==> src/rtl/uart_byte_rx.sv <==
// 8N1 UART byte receiver: 2-FF synchroniser, 3-sample majority per bit, early stop return,
// framing-error/break handling and an idle-gap timeout strobe after each good byte.
module uart_byte_rx #(
    parameter int unsigned CLKS_PER_BIT = 868,
    parameter int unsigned IDLE_BITS    = 20
) (
    input  logic       clk,
    input  logic       rst_n,
    input  logic       rxd,
    output logic [7:0] rx_data,
    output logic       rx_valid,
    output logic       frame_err,
    output logic       idle_tout,
    output logic       busy
);

    localparam int unsigned MID    = CLKS_PER_BIT / 2;
    localparam int unsigned CNT_W  = $clog2(CLKS_PER_BIT);
    localparam int unsigned TOUT   = IDLE_BITS * CLKS_PER_BIT;
    localparam int unsigned TOUT_W = $clog2(TOUT + 1);

    localparam logic [CNT_W-1:0]  CNT_S0    = CNT_W'(MID - 1);
    localparam logic [CNT_W-1:0]  CNT_S1    = CNT_W'(MID);
    localparam logic [CNT_W-1:0]  CNT_DEC   = CNT_W'(MID + 1);
    localparam logic [CNT_W-1:0]  CNT_LAST  = CNT_W'(CLKS_PER_BIT - 1);
    localparam logic [TOUT_W-1:0] TOUT_LAST = TOUT_W'(TOUT - 1);

    typedef enum logic [2:0] {
        S_IDLE,
        S_START,
        S_DATA,
        S_STOP,
        S_BREAK
    } state_t;

    state_t              state;
    logic                rxd_m;
    logic                rxd_s;
    logic                samp0;
    logic                samp1;
    logic                maj;
    logic [CNT_W-1:0]    cnt;
    logic [2:0]          bit_idx;
    logic [7:0]          shreg;
    logic                tout_armed;
    logic [TOUT_W-1:0]   tout_cnt;

    // Metastability guard; idle-high reset value so reset never looks like a start bit
    always_ff @(posedge clk or negedge rst_n) begin
        if (!rst_n) begin
            rxd_m <= 1'b1;
            rxd_s <= 1'b1;
        end else begin
            rxd_m <= rxd;
            rxd_s <= rxd_m;
        end
    end

    // First two of the three mid-bit samples; the third is rxd_s at the decision point
    always_ff @(posedge clk or negedge rst_n) begin
        if (!rst_n) begin
            samp0 <= 1'b1;
            samp1 <= 1'b1;
        end else if (state == S_START || state == S_DATA || state == S_STOP) begin
            if (cnt == CNT_S0) samp0 <= rxd_s;
            if (cnt == CNT_S1) samp1 <= rxd_s;
        end
    end

    assign maj = (samp0 & samp1) | (samp0 & rxd_s) | (samp1 & rxd_s);

    always_ff @(posedge clk or negedge rst_n) begin
        if (!rst_n) begin
            state      <= S_IDLE;
            cnt        <= '0;
            bit_idx    <= '0;
            shreg      <= '0;
            rx_data    <= '0;
            rx_valid   <= 1'b0;
            frame_err  <= 1'b0;
            idle_tout  <= 1'b0;
            busy       <= 1'b0;
            tout_armed <= 1'b0;
            tout_cnt   <= '0;
        end else begin
            rx_valid  <= 1'b0;
            frame_err <= 1'b0;
            idle_tout <= 1'b0;

            // Idle-gap timer: only counts IDLE cycles while armed by a good byte
            if (tout_armed) begin
                if (state == S_IDLE) begin
                    if (tout_cnt == TOUT_LAST) begin
                        idle_tout  <= 1'b1;
                        tout_armed <= 1'b0;
                        tout_cnt   <= '0;
                    end else begin
                        tout_cnt <= tout_cnt + TOUT_W'(1);
                    end
                end else begin
                    tout_cnt <= '0;
                end
            end

            case (state)
                S_IDLE: begin
                    if (!rxd_s) begin
                        state <= S_START;
                        cnt   <= '0;
                        busy  <= 1'b1;
                    end
                end
                S_START: begin
                    if (cnt == CNT_DEC && maj) begin
                        state <= S_IDLE;
                        busy  <= 1'b0;
                    end else if (cnt == CNT_LAST) begin
                        state   <= S_DATA;
                        cnt     <= '0;
                        bit_idx <= '0;
                    end else begin
                        cnt <= cnt + CNT_W'(1);
                    end
                end
                S_DATA: begin
                    if (cnt == CNT_DEC) shreg <= {maj, shreg[7:1]};
                    if (cnt == CNT_LAST) begin
                        cnt <= '0;
                        if (bit_idx == 3'd7) state   <= S_STOP;
                        else                 bit_idx <= bit_idx + 3'd1;
                    end else begin
                        cnt <= cnt + CNT_W'(1);
                    end
                end
                S_STOP: begin
                    // Decide mid-stop and return early so a fast sender's next start is not missed
                    if (cnt == CNT_DEC) begin
                        tout_cnt <= '0;
                        if (maj) begin
                            rx_data    <= shreg;
                            rx_valid   <= 1'b1;
                            state      <= S_IDLE;
                            busy       <= 1'b0;
                            tout_armed <= 1'b1;
                        end else begin
                            frame_err  <= 1'b1;
                            state      <= S_BREAK;
                            tout_armed <= 1'b0;
                        end
                    end else begin
                        cnt <= cnt + CNT_W'(1);
                    end
                end
                S_BREAK: begin
                    if (rxd_s) begin
                        state <= S_IDLE;
                        busy  <= 1'b0;
                    end
                end
                default: begin
                    state <= S_IDLE;
                    busy  <= 1'b0;
                end
            endcase
        end
    end

endmodule

==> config.mk <==
export PLATFORM = sky130hd
export DESIGN_NAME = uart_byte_rx
export DESIGN_NICKNAME = d
export VERILOG_FILES = /design/src/rtl/uart_byte_rx.sv
export SDC_FILE = /design/constraint.sdc
export NUM_CORES = 1
export LEC_CHECK = 0
export ABC_AREA = 1
export ABC_CLOCK_PERIOD_IN_PS = 3900
export BUFFER_PORTS_ARGS = -buffer_cell sky130_fd_sc_hd__buf_2
export CORE_MARGIN = 3
export CORE_UTILIZATION = 42
export DETAILED_ROUTE_END_ITERATION = 10
export PLACE_DENSITY = 0.68
export SKIP_CTS_REPAIR_TIMING = 1
export SYNTH_ARGS = -nofsm -noshare
export SYNTH_HDL_FRONTEND = slang
export SYNTH_SLANG_ARGS = --single-unit
==> constraint.sdc <==
create_clock -name clk -period 3.9 [get_ports clk]
set_input_delay 0.78 -clock clk [delete_from_list [all_inputs] [get_ports clk]]
set_output_delay 0.78 -clock clk [all_outputs]
set_load 0.05 [all_outputs]
==> Yosys cells after proc, flatten, opt, wreduce, memory -nomap -nowiden <==
Index checks and enable logic that the tools add are counted.
{ "op_classes": {"n_reduce_logical": 14, "bitwise": 6, "n_eq_ne": 22, "n_mux": 44, "n_addsub": 3} }
{ "op_table": {"columns": ["operator", "n"], "rows": [
  ["$mux W15", 5],
  ["$mux W10", 4],
  ["$pmux W10 S4", 1],
  ["$mux W3", 12],
  ["$eq A10 B9 Y1 const B", 3],
  ["$mux W1", 19],
  ["$add A15 B1 Y15 const B", 1],
  ["$eq A15 B15 Y1 const B", 1],
  ["$pmux W3 S5", 1],
  ["$ne A2 B2 Y1 const B", 6],
  ["$reduce_and A6 Y1", 2],
  ["$add A10 B1 Y10 const B", 1],
  ["$eq A10 B10 Y1 const B", 1],
  ["$ne A2 B1 Y1 const B", 5],
  ["$eq A3 B2 Y1 const B", 2],
  ["$eq A3 B3 Y1 const B", 2],
  ["$pmux W3 S2", 1],
  ["$reduce_and A2 Y1", 3],
  ["$pmux W1 S5", 1],
  ["$reduce_and A5 Y1", 1],
  ["$reduce_and A4 Y1", 1],
  ["$reduce_bool A4 Y1", 1],
  ["$add A3 B1 Y3 const B", 1],
  ["$and A1 B1 Y1", 3],
  ["9 further kinds", 11]
]} }
{ "totals": {"inputBits": 3, "elab_cells": 104, "ff_bits": 56} }

==> Longest topological paths before layout <==
Gate-level depths: netlist (run 1).
{ "logic_depth": {"word_depth": 6, "ltp_mapped": 10} }

==> Least setup slack after synthesis (run 1) <==
OpenSTA, ideal clock, no wires.
{ "synth_timing": {"path_type": "register -> register", "start": "register cnt[0]", "end": "register rx_data[1]", "n_path_buf": 1, "stages_incl_launch_ff": 10, "required_time_ns": 3.826, "setup_ns": 0.074, "slack_ns": 2.439, "arrival_time_ns": 1.387, "path_cell_list": "dfrtp_1 -> ha_1 -> nand2_1 -> inv_2 -> nand3_4 -> clkinv_2 -> nand3_4 -> buf_6 -> nand2_1 -> o21ai_2"} }
{ "synth_between": {"elab_chain_cells": 2} }
{ "synth_lines": {"columns": ["element", "line", "text"], "rows": [
  ["start, declared", "42", "logic [CNT_W-1:0] cnt;"],
  ["start signal, assigned", "122", "cnt <= cnt + CNT_W'(1);"],
  ["start signal, assigned", "132", "cnt <= cnt + CNT_W'(1);"],
  ["start signal, assigned", "151", "cnt <= cnt + CNT_W'(1);"],
  ["$eq A10 B9 Y1", "137", "if (cnt == CNT_DEC) begin"],
  ["$reduce_and A3 Y1 (no line)", null, null],
  ["end signal, assigned", "140", "rx_data <= shreg;"],
  ["end, declared", "10", "output logic [7:0] rx_data,"]
]} }
No other way between the ends.
A chain may end at the register's enable or synchronous reset.

==> Worst setup path in the final report (run 1) <==
{ "layout_timing": {"start": "register state[2]", "end": "register cnt[5]"} }
{ "layout_between": {"elab_chain_cells": 3, "word_cells_on_any_way": 10, "classes_between": "eq/ne: 6; mux: 1; reduce/logical: 3"} }
{ "layout_lines": {"columns": ["element", "line", "text"], "rows": [
  ["start, declared", "36", "state_t state;"],
  ["start signal, assigned", "74", "state <= S_IDLE;"],
  ["start signal, assigned", "108", "state <= S_START;"],
  ["start signal, assigned", "115", "state <= S_IDLE;"],
  ["$eq A3 B2 Y1 (tied with other cells)", "105", "case (state)"],
  ["$ne A2 B2 Y1 (no line) or $reduce_bool A4 Y1 (tied branches)", null, null],
  ["$reduce_and A4 Y1 (no line)", null, null]
]} }
Parallel ways exist; a longest one is shown, timed or not.

==> results of run 1 <==
-- cells in the mapped netlist --
cell type,n
o21ai_2,7
o21ai_1,2
nand3_1,35
inv_1,53
nand3b_1,1
o21ai_0,20
buf_2,2
nor3_2,3
buf_6,2
nor2_8,1
nand2_2,2
nand4_1,12
nor3_4,1
nor2_1,42
nand2_4,1
inv_2,3
dfstp_2,4
nor2_2,1
clkbuf_1,1
o211ai_1,1
ha_1,6
and2_1,1
a21oi_1,3
xor2_1,9
xnor2_1,2
nor3_1,3
nand3_4,2
clkinv_2,1
o21bai_1,4
dfrtp_1,52
buf_4,2
nand2_1,113
nand3_2,3
o31ai_1,1
-- area by class of cell --
class	instances	area, sq um
inverter	57	215
clock inverter	3	22.5
clock buffer	5	68.8
sequential	56	1410
multi-input combinational	276	1430
timing repair buffer	15	77.6
tap	96	120
fill	737	3650
-- kinds of logic after synthesis --
group,share of synthesized area
DFF,0.454
adders and majority gates,0.0242
buffers and inverters,0.0860
xor gates and xnor gates,0.0311
AOI/OAI and AO/OA,0.0747
and+or+nand+nor,0.330
-- worst max-delay path: cells and delay by family (launching register included) --
| family | cells | cell delay [ps] |
|---|---|---|
| and+or+nand+nor | 5 | 1220 |
| DFF | 1 | 490 |
| buffers and inverters | 1 | 140 |
-- stage by stage --
step	total power (uW)	worst slack (ps)
after CTS	936	1950
after detailed placement	608	1950
after global routing	961	1780
after global placement	608	2050
after floorplan	595	2440
final	924	1950
-- metal layers --
metal  up-vias  part of all wire  track usage
met4         0             0.015       0.0458
li1       1285                 -            -
met1      1113              0.49        0.199
met5         -                 0            0
met2        21              0.47        0.244
met3         6             0.028       0.0312
-- worst max path at each step --
stage | from | to | slack [ps]
3_3_place_gp | state[2] | cnt[1] | 2050
6_report | state[2] | cnt[5] | 1950
2_1_floorplan | cnt[0] | rx_data[1] | 2440
4_1_cts | state[2] | cnt[5] | 1950
5_1_grt | state[2] | cnt[5] | 1780
3_5_place_dp | state[2] | cnt[5] | 1950
-- where the power goes --
part | leakage [uW] | internal (uW) | switching (uW)
clock | 0.0000485 | 129 | 199
sequential | 0.000748 | 582 | 1.08
combinational | 0.000836 | 1.43 | 11.4
-- placed cells by master, fill, tap and decap left out, types with 2 or more instances in the layout --
master      n
nand2_2     2
nand4_1    12
a21oi_1     3
buf_2      14
o21ai_0    20
o21bai_1    4
o21ai_1     2
xnor2_1     2
clkbuf_8    5
dfrtp_1    52
nand3_1    35
nor2_1     42
nand3_4     2
nand3_2     3
nor3_1      3
inv_2       3
o21ai_2     7
nand2_1   113
nor3_2      3
xor2_1      9
ha_1        6
clkinv_2    2
inv_1      53
dfstp_2     4
-- flip-flops by register name, summed over array words and instances, names as in the netlist, 3 cells and up --
signal / cells
state: 3
cnt: 10
shreg: 8
rx_data: 8
tout_cnt: 15
bit_idx: 3
==> impl_results.md, run 1 <==
- CTS Sinks: 56
- CP startpoint kind: flip-flop
- Final Skew: 8.67 ps
- Total die area: 0.00844 sq mm
- Via-to-Cell Ratio: 4.77
- Unrepaired setup endpoints after global routing: false
- Worst R2R Path Depth: 6
- Hold Vio Cnt, Final: 0
- Maximum vdd drop: 0.206 mV
- Core Rows: 30
- Hold_sp: rxd_m
- Vias in the first global route: 2270
- DR pass1 iterations: 4
- CTS clk-pin slew, worst paths: 110 ps
- Post-synthesis sequential area ratio: 0.454
- Most area-hungry cell type in the Yosys netlist: dfrtp_1
- CP Data Required Time: 4110 ps
- Initial core utilization: 0.444
- Final-report max-slew violation count: 0
- Die W: 91.9 microns
- Largest net degree at the start of global routing: 41
- Hold path cells: 0
- Synthesized area per cell: 7.82 sq um
- Slew Limit Headroom: 0.409
- Ant diodes: 0
- Status: complete, no violations
- 1st-iter DRT viols: 92
- Number of I/O port buffers: 14
- Avg WL per Cell: 11.3 microns
- Syn. warnings: 0
- Synth top area share: 0.420
- Crit path capture type: flip-flop
- # setup viols final: 0
- Setup tns final: 0 ps
- Total GRT Usage: 0.149
- Reg2reg setup slack: 1950 ps
- H-tree depth: 2
- Mapped Cells: 396
- Worst R2R Start: state[2]
- Area grow syn2layout: 7.67%
- Initial antenna violation count: 0
- TritonCTS clock tree: yes
- CTS root buffer: clkbuf_8
- Fin area: 0.00334 sq mm
- PD cells: 277 mW/mm^2
- Via count: 2425
- Final net count: 420
- Slew @ Worst Pin: 886 ps
- Max Fclk: 0.513 GHz
- Top post-synthesis cells by area: dfrtp_1 42%, nand2_1 14%, inv_1 6.4%
- Critical path class: flip-flop to flip-flop
- Grt ovf: 0
- Post-Syn Area: 0.00310 sq mm
- CORE AREA: 0.00698 sq mm
- Maxcap violations: 0
- Worst path cell trace: nor3_4 > nand3_2 > nand3_2 > inv_1 > nand2_1 > nand2_1
- Post-DP HPWL: 4200 microns
- Tmin final: 1950 ps
- Syn nets: 405
- I/O pin count: 15
- Fin Hold WS: 355 ps
- Clock network latency to the later pin of the worst-skew pair: 320 ps
- DIE HEIGHT: 91.9 microns
- Worst hold path type: flip-flop to flip-flop
- Worst path arrival time: 2160 ps
- Unique masters post-synth: 34
- Layout cell share with drive strength beyond 1: 0.126
- Hold-critical path endpoint: rxd_s
- Final period util: 0.499
- Dpl cell area: 0.00324 sq mm
- CP peak stage delay: 590 ps
- Layout Cells excl Fill: 508
- Flops & latches, synth: 56
- CTS Buf Count: 5
- GP Congestion: 0.814
- Leakage: 0.00163 uW
- Placed cell count: 500
- DRC Markers: 0
- Fin util: 0.478
- CTS Buffer Depth: 2
- First-pass GRT wire length: 10300 microns
- Worst R2R End: cnt[5]
- Final ANT Viol Nets: 0
- Final wirelength: 5720 microns
- CP Max Fanout: 14
- Critical-path top delay cell: nor3_4
(Power assumes the default switching activity.)
==> run 2, diff against run 1 <==
--- a/config.mk
+++ b/config.mk
@@ -6,7 +6,7 @@
 export NUM_CORES = 1
 export LEC_CHECK = 0
 export ABC_AREA = 1
-export ABC_CLOCK_PERIOD_IN_PS = 3900
+export ABC_CLOCK_PERIOD_IN_PS = 1860
 export BUFFER_PORTS_ARGS = -buffer_cell sky130_fd_sc_hd__buf_2
 export CORE_MARGIN = 3
 export CORE_UTILIZATION = 42
==> constraint.sdc (replaced) <==
create_clock -name clk -period 1.86 [get_ports clk]
set_input_delay 0.372 -clock clk [delete_from_list [all_inputs] [get_ports clk]]
set_output_delay 0.372 -clock clk [all_outputs]
set_load 0.05 [all_outputs]
==> run 2 against run 1 <==
  * Sequential share of layout area fell by 0.96 points
  * Register-to-register slack worse by 1800 ps
  * Via count grew 2.4%
  * Non-clock buffer count rose by 6
  * Fmax grew 16%
  * Highest routed layer unchanged
==> impl_results.md, run 2 (same netlist as run 1, synthesis figures left out) <==
- I/O pin count: 15 (unchanged)
- Clk network pwr share: 0.359 (was 0.355)
- Part of the power in combinational logic: 0.016 (was 0.014)
- Core Rows: 30 (unchanged)
- Final period util: 0.905 (was 0.499)
- CP Max Fanout: 5 (was 14)
- Commonest non-fill, non-tap cell in the layout: nand2_1 (unchanged)
- Max Fclk: 0.594 GHz (was 0.513 GHz)
- Final-report max-slew violation count: 0 (unchanged)
- Critical path class: flip-flop to flip-flop (unchanged)
- Maxcap violations: 0 (unchanged)
- Number of I/O port buffers: 14 (unchanged)
- Internal power: 1500 uW (was 713 uW)
- PD cells: 573 mW/mm^2 (was 277 mW/mm^2)
- Vias in the first global route: 2393 (was 2270)
- Hold Vio Cnt, Final: 0 (unchanged)
- # setup viols final: 0 (unchanged)
- Layout Cells excl Fill: 514 (was 508)
- Largest net degree at the start of global routing: 57 (was 41)
- Setup tns final: 0 ps (unchanged)
- Slew Limit Headroom: 0.770 (was 0.409)
- Via-to-Cell Ratio: 4.83 (was 4.77)
- CP startpoint kind: flip-flop (unchanged)
- Fin area: 0.00341 sq mm (was 0.00334 sq mm)
- Post-DP HPWL: 4270 microns (was 4200 microns)
- Ant diodes: 0 (unchanged)
- Avg WL per Cell: 11.4 microns (was 11.3 microns)
- Fill cell count: 678 (was 737)
- CTS Buf Count: 5 (unchanged)
- Biggest register: tout_cnt (unchanged)
- CTS Sinks: 56 (unchanged)
- Clock network latency to the later pin of the worst-skew pair: 320 ps (about the same)
- Final net count: 426 (was 420)
- DR pass1 iterations: 5 (was 4)
- Unrepaired setup endpoints after global routing: false (unchanged)
- Final wirelength: 5870 microns (was 5720 microns)
- H-tree depth: 2 (unchanged)
- TritonCTS clock tree: yes (unchanged)
- Tmin final: 1680 ps (was 1950 ps)
- Area grow syn2layout: 10.2% (was 7.67%)
- Most frequent cells in the layout: 113 x nand2_1, 53 x inv_1, 52 x dfrtp_1 (unchanged)
- Fin util: 0.489 (was 0.478)
- Layout cell share with drive strength beyond 1: 0.139 (was 0.126)
- DIE HEIGHT: 91.9 microns (unchanged)
- Via count: 2483 (was 2425)
- Seq pwr share: 0.625 (was 0.631)
- Initial core utilization: 0.444 (unchanged)
- Grt ovf: 0 (unchanged)
- GP Congestion: 0.777 (was 0.814)
- CTS Buffer Depth: 2 (unchanged)
- NetSw: 452 uW (was 211 uW)
- Dpl cell area: 0.00330 sq mm (was 0.00324 sq mm)
- Placed cell count: 506 (was 500)
- Crit path capture type: flip-flop (unchanged)
- Status: complete, no violations (unchanged)
- Leakage: 0.00167 uW (was 0.00163 uW)
- CTS clk-pin slew, worst paths: 110 ps (about the same)
- CP Data Required Time: 2080 ps (was 4110 ps)
- Top Registers: tout_cnt: 15 flops, cnt: 10 flops (unchanged)
- Final ANT Viol Nets: 0 (unchanged)
- Die W: 91.9 microns (unchanged)
- DRC Markers: 0 (unchanged)
- Net Sw Frac: 0.231 (was 0.229)
- Final Skew: 14.2 ps (was 8.67 ps)
- Total GRT Usage: 0.148 (was 0.149)
- Slew @ Worst Pin: 343 ps (was 886 ps)
- Total die area: 0.00844 sq mm (unchanged)
- Worst hold path type: input pin to async pin (was flip-flop to flip-flop)
- 1st-iter DRT viols: 102 (was 92)
- CORE AREA: 0.00698 sq mm (unchanged)
- Initial antenna violation count: 0 (unchanged)
- Max reg flops: 15 (unchanged)
- First-pass GRT wire length: 10400 microns (was 10300 microns)
- CTS root buffer: clkbuf_8 (unchanged)
- Worst path arrival time: 1900 ps (was 2160 ps)
- Maximum vdd drop: 0.421 mV (was 0.206 mV)
==> run 2: changes by cell type in the layout (fill, tap and decap cells not counted), sizes merged <==
cell,change
buf,+6
clkinv,-1
clkinvlp,+1
==> run 2: final timing paths <==
path / cells after the start / slack (ps) / to / startpoint
worst max-delay path: 7 / 180 / tout_cnt[10] / tout_cnt[0]
worst min-delay path: 2 / 30 / tout_cnt[9] / rst_n
worst max register to register: 7 / 180 / tout_cnt[10] / tout_cnt[0]
worst min register to register: 0 / 370 / rxd_s / rxd_m
max in group asynchronous: 2 / 1530 / samp0 / rst_n
min in group clk: 1 / 140 / rxd_m / rxd
==> run 2: metal layers <==
| layer | track usage | vias to the layer above | routed length [microns] |
|---|---|---|---|
| li1 | - | 1295 | - |
| met1 | 0.192 | 1147 | 2770 |
| met2 | 0.254 | 36 | 2840 |
| met3 | 0.0279 | 5 | 196 |
| met4 | 0.0408 | 0 | 55 |
| met5 | 0 | - | 0 |
==> run 2: layout make-up <==
class | count | area, sq um | area share
Timing Repair Buffer | 21 | 135 | 0.0396
Clock buffer | 5 | 68.8 | 0.0202
Tap cell | 96 | 120 | 0.0352
Sequential cell | 56 | 1410 | 0.412
Multi-Input combinational cell | 276 | 1440 | 0.422
Inverter | 57 | 215 | 0.0630
Clock inverter | 3 | 27.5 | 0.00806
==> run 2: metrics by stage <==
stage                     hold slack [ps]  total power [uW]  worst slack [ps]
final                                33.7              1960               177
after global routing                 57.4              2030              22.6
after CTS                            49.5              1990               145
after detailed placement              356              1280               155
after global placement                347              1280               223
after floorplan                      76.4              1250               399
==> run 2: worst max-delay path: stages (launching register included) <==
cell     delay, ps
dfrtp_1        390
ha_1           180
nand2_1         70
nor2_1         260
nand4_1        270
nor2_1         180
xor2_1         180
nor2_1          60
==> run 2: power by group through the flow <==
stage | sequential, uW | clock (uW) | combinational, uW
after floorplan | 1250 | 0 | 0.523
after CTS | 1220 | 731 | 33.3
after detailed placement | 1250 | 0 | 33.1
after global routing | 1220 | 770 | 36.1
after global placement | 1250 | 0 | 32.8
final | 1220 | 703 | 30.4
==> run 3, diff against run 2 <==
--- a/config.mk
+++ b/config.mk
@@ -12,6 +12,7 @@
 export CORE_UTILIZATION = 42
 export DETAILED_ROUTE_END_ITERATION = 10
 export PLACE_DENSITY = 0.68
+export RECOVER_POWER = 25
 export SKIP_CTS_REPAIR_TIMING = 1
 export SYNTH_ARGS = -nofsm -noshare
 export SYNTH_HDL_FRONTEND = slang
==> run 3 against run 2 <==
  * Worst setup slack lost 8.7 ps
  * Cell area shrank 0.44%
  * Clock skew is essentially flat
  * Largest power group unchanged
  * Non-clock buffer count is the same
  * Core utilization shrank 0.22 points
  * Critical path depth is the same
==> impl_results.md, run 3 (same netlist as run 1, synthesis figures left out) <==
- Setup tns final: 0 ps (unchanged)
- CTS Buffer Depth: 2 (unchanged)
- Worst R2R Path Depth: 7 (unchanged)
- Slew Limit Headroom: 0.0697 (was 0.770)
- Die W: 91.9 microns (unchanged)
- Final-report max-slew violation count: 0 (unchanged)
- Worst hold path type: input pin to flip-flop (was input pin to async pin)
- First-pass GRT wire length: 10400 microns (unchanged)
- Commonest non-fill, non-tap cell in the layout: nand2_1 (unchanged)
- Via count: 2473 (was 2483)
- Hold path cells: 1
- PD cells: 574 mW/mm^2 (was 573 mW/mm^2)
- # setup viols final: 0 (unchanged)
- Biggest register: tout_cnt (unchanged)
- DR pass1 iterations: 4 (was 5)
- Clock network latency to the later pin of the worst-skew pair: 320 ps (about the same)
- H-tree depth: 2 (unchanged)
- Hold_sp: rxd
- Crit path capture type: flip-flop (unchanged)
- Max Fclk: 0.591 GHz (was 0.594 GHz)
- DIE HEIGHT: 91.9 microns (unchanged)
- Layout Cells excl Fill: 514 (unchanged)
- CORE AREA: 0.00698 sq mm (unchanged)
- Core Rows: 30 (unchanged)
- CP Data Required Time: 2070 ps (was 2080 ps)
- Final period util: 0.909 (was 0.905)
- Critical path startpoint: tout_cnt[1] (was tout_cnt[0])
- CTS clk-pin slew, worst paths: 110 ps (about the same)
- Leakage: 0.00166 uW (was 0.00167 uW)
- Most frequent cells in the layout: 113 x nand2_1, 53 x inv_1, 52 x dfrtp_1 (unchanged)
- TritonCTS clock tree: yes (unchanged)
- Area grow syn2layout: 9.69% (was 10.2%)
- Hold Vio Cnt, Final: 0 (unchanged)
- I/O pin count: 15 (unchanged)
- Total die area: 0.00844 sq mm (unchanged)
- Placed cell count: 506 (unchanged)
- Ant diodes: 0 (unchanged)
- 1st-iter DRT viols: 112 (was 102)
- Total GRT Usage: 0.148 (unchanged)
- Post-DP HPWL: 4270 microns (unchanged)
- Unrepaired setup endpoints after global routing: false (unchanged)
- Number of I/O port buffers: 14 (unchanged)
- Worst R2R Start: tout_cnt[1] (was tout_cnt[0])
- Tmin final: 1690 ps (was 1680 ps)
- Via-to-Cell Ratio: 4.81 (was 4.83)
- Maxcap violations: 0 (unchanged)
- Overall power: 1950 uW (was 1960 uW)
- DRC Markers: 0 (unchanged)
- Initial core utilization: 0.444 (unchanged)
- Largest net degree at the start of global routing: 57 (unchanged)
- Critical path class: flip-flop to flip-flop (unchanged)
- CTS Buf Count: 5 (unchanged)
- CP Max Fanout: 5 (unchanged)
- Grt ovf: 0 (unchanged)
- Final net count: 426 (unchanged)
- Status: complete, no violations (unchanged)
- CTS Sinks: 56 (unchanged)
- Worst path arrival time: 1910 ps (was 1900 ps)
- Slew @ Worst Pin: 1400 ps (was 343 ps)
- Avg WL per Cell: 11.3 microns (was 11.4 microns)
- Initial antenna violation count: 0 (unchanged)
- Layout cell share with drive strength beyond 1: 0.139 (unchanged)
- Maximum vdd drop: 0.421 mV (about the same)
- Final wirelength: 5820 microns (was 5870 microns)
- Vias in the first global route: 2393 (unchanged)
- CP startpoint kind: flip-flop (unchanged)
- Final Skew: 14.4 ps (was 14.2 ps)
- Final ANT Viol Nets: 0 (unchanged)
- Fin Hold WS: 139 ps (was 33.7 ps)
- Max reg flops: 15 (unchanged)
- CTS root buffer: clkbuf_8 (unchanged)
- GP Congestion: 0.777 (unchanged)
- Top Registers: tout_cnt: 15 flops, cnt: 10 flops (unchanged)
run 3: power breakdown:
group          leakage, uW  switching, uW  internal, uW
sequential        0.000748           2.15          1220
combinational     0.000870           23.7          2.21
clock            0.0000463            424           277
run 3: per-layer routing:
metal / vias up / part of all wire / global-route usage
met4: 0 / 0.0095 / 0.0408
met1: 1130 / 0.47 / 0.192
met2: 44 / 0.48 / 0.254
met3: 5 / 0.036 / 0.0279
li1: 1294 / - / -
met5: - / 0 / 0
run 3: final timing paths:
| kind | slack [ps] | end |
|---|---|---|
| min reg2reg | 370 | rxd_s |
| min | 140 | rxd_m |
| min in group asynchronous | 440 | cnt[7] |
| max in group asynchronous | 560 | tout_cnt[4] |
| max | 170 | tout_cnt[10] |
| max reg2reg | 170 | tout_cnt[10] |
run 3: worst max-delay path: stages (launching register included):
cell and delay (ps):
dfrtp_1 390, ha_1 180, nand2_1 70, nor2_1 270, nand4_1 270, nor2_1 180, xor2_1 180, nor2_1 60
run 3: area by class of cell:
type	count	area, sq um
clock inverters	3	27.5
clock buffers	5	68.8
inverters	57	215
repair buffers	21	120
flip-flops and latches	56	1410
well taps	96	120
multi-input cells	276	1440
fillers	680	3580
run 3: metrics by stage:
| step | setup slack (ps) | util | cell area [sq um] |
|---|---|---|---|
| final | 169 | 0.487 | 3400 |
| after global routing | 22.6 | 0.487 | 3400 |
| after CTS | 145 | 0.487 | 3400 |
| after detailed placement | 155 | 0.473 | 3300 |
| after global placement | 223 | 0.473 | 3300 |
| after floorplan | 399 | - | 3100 |
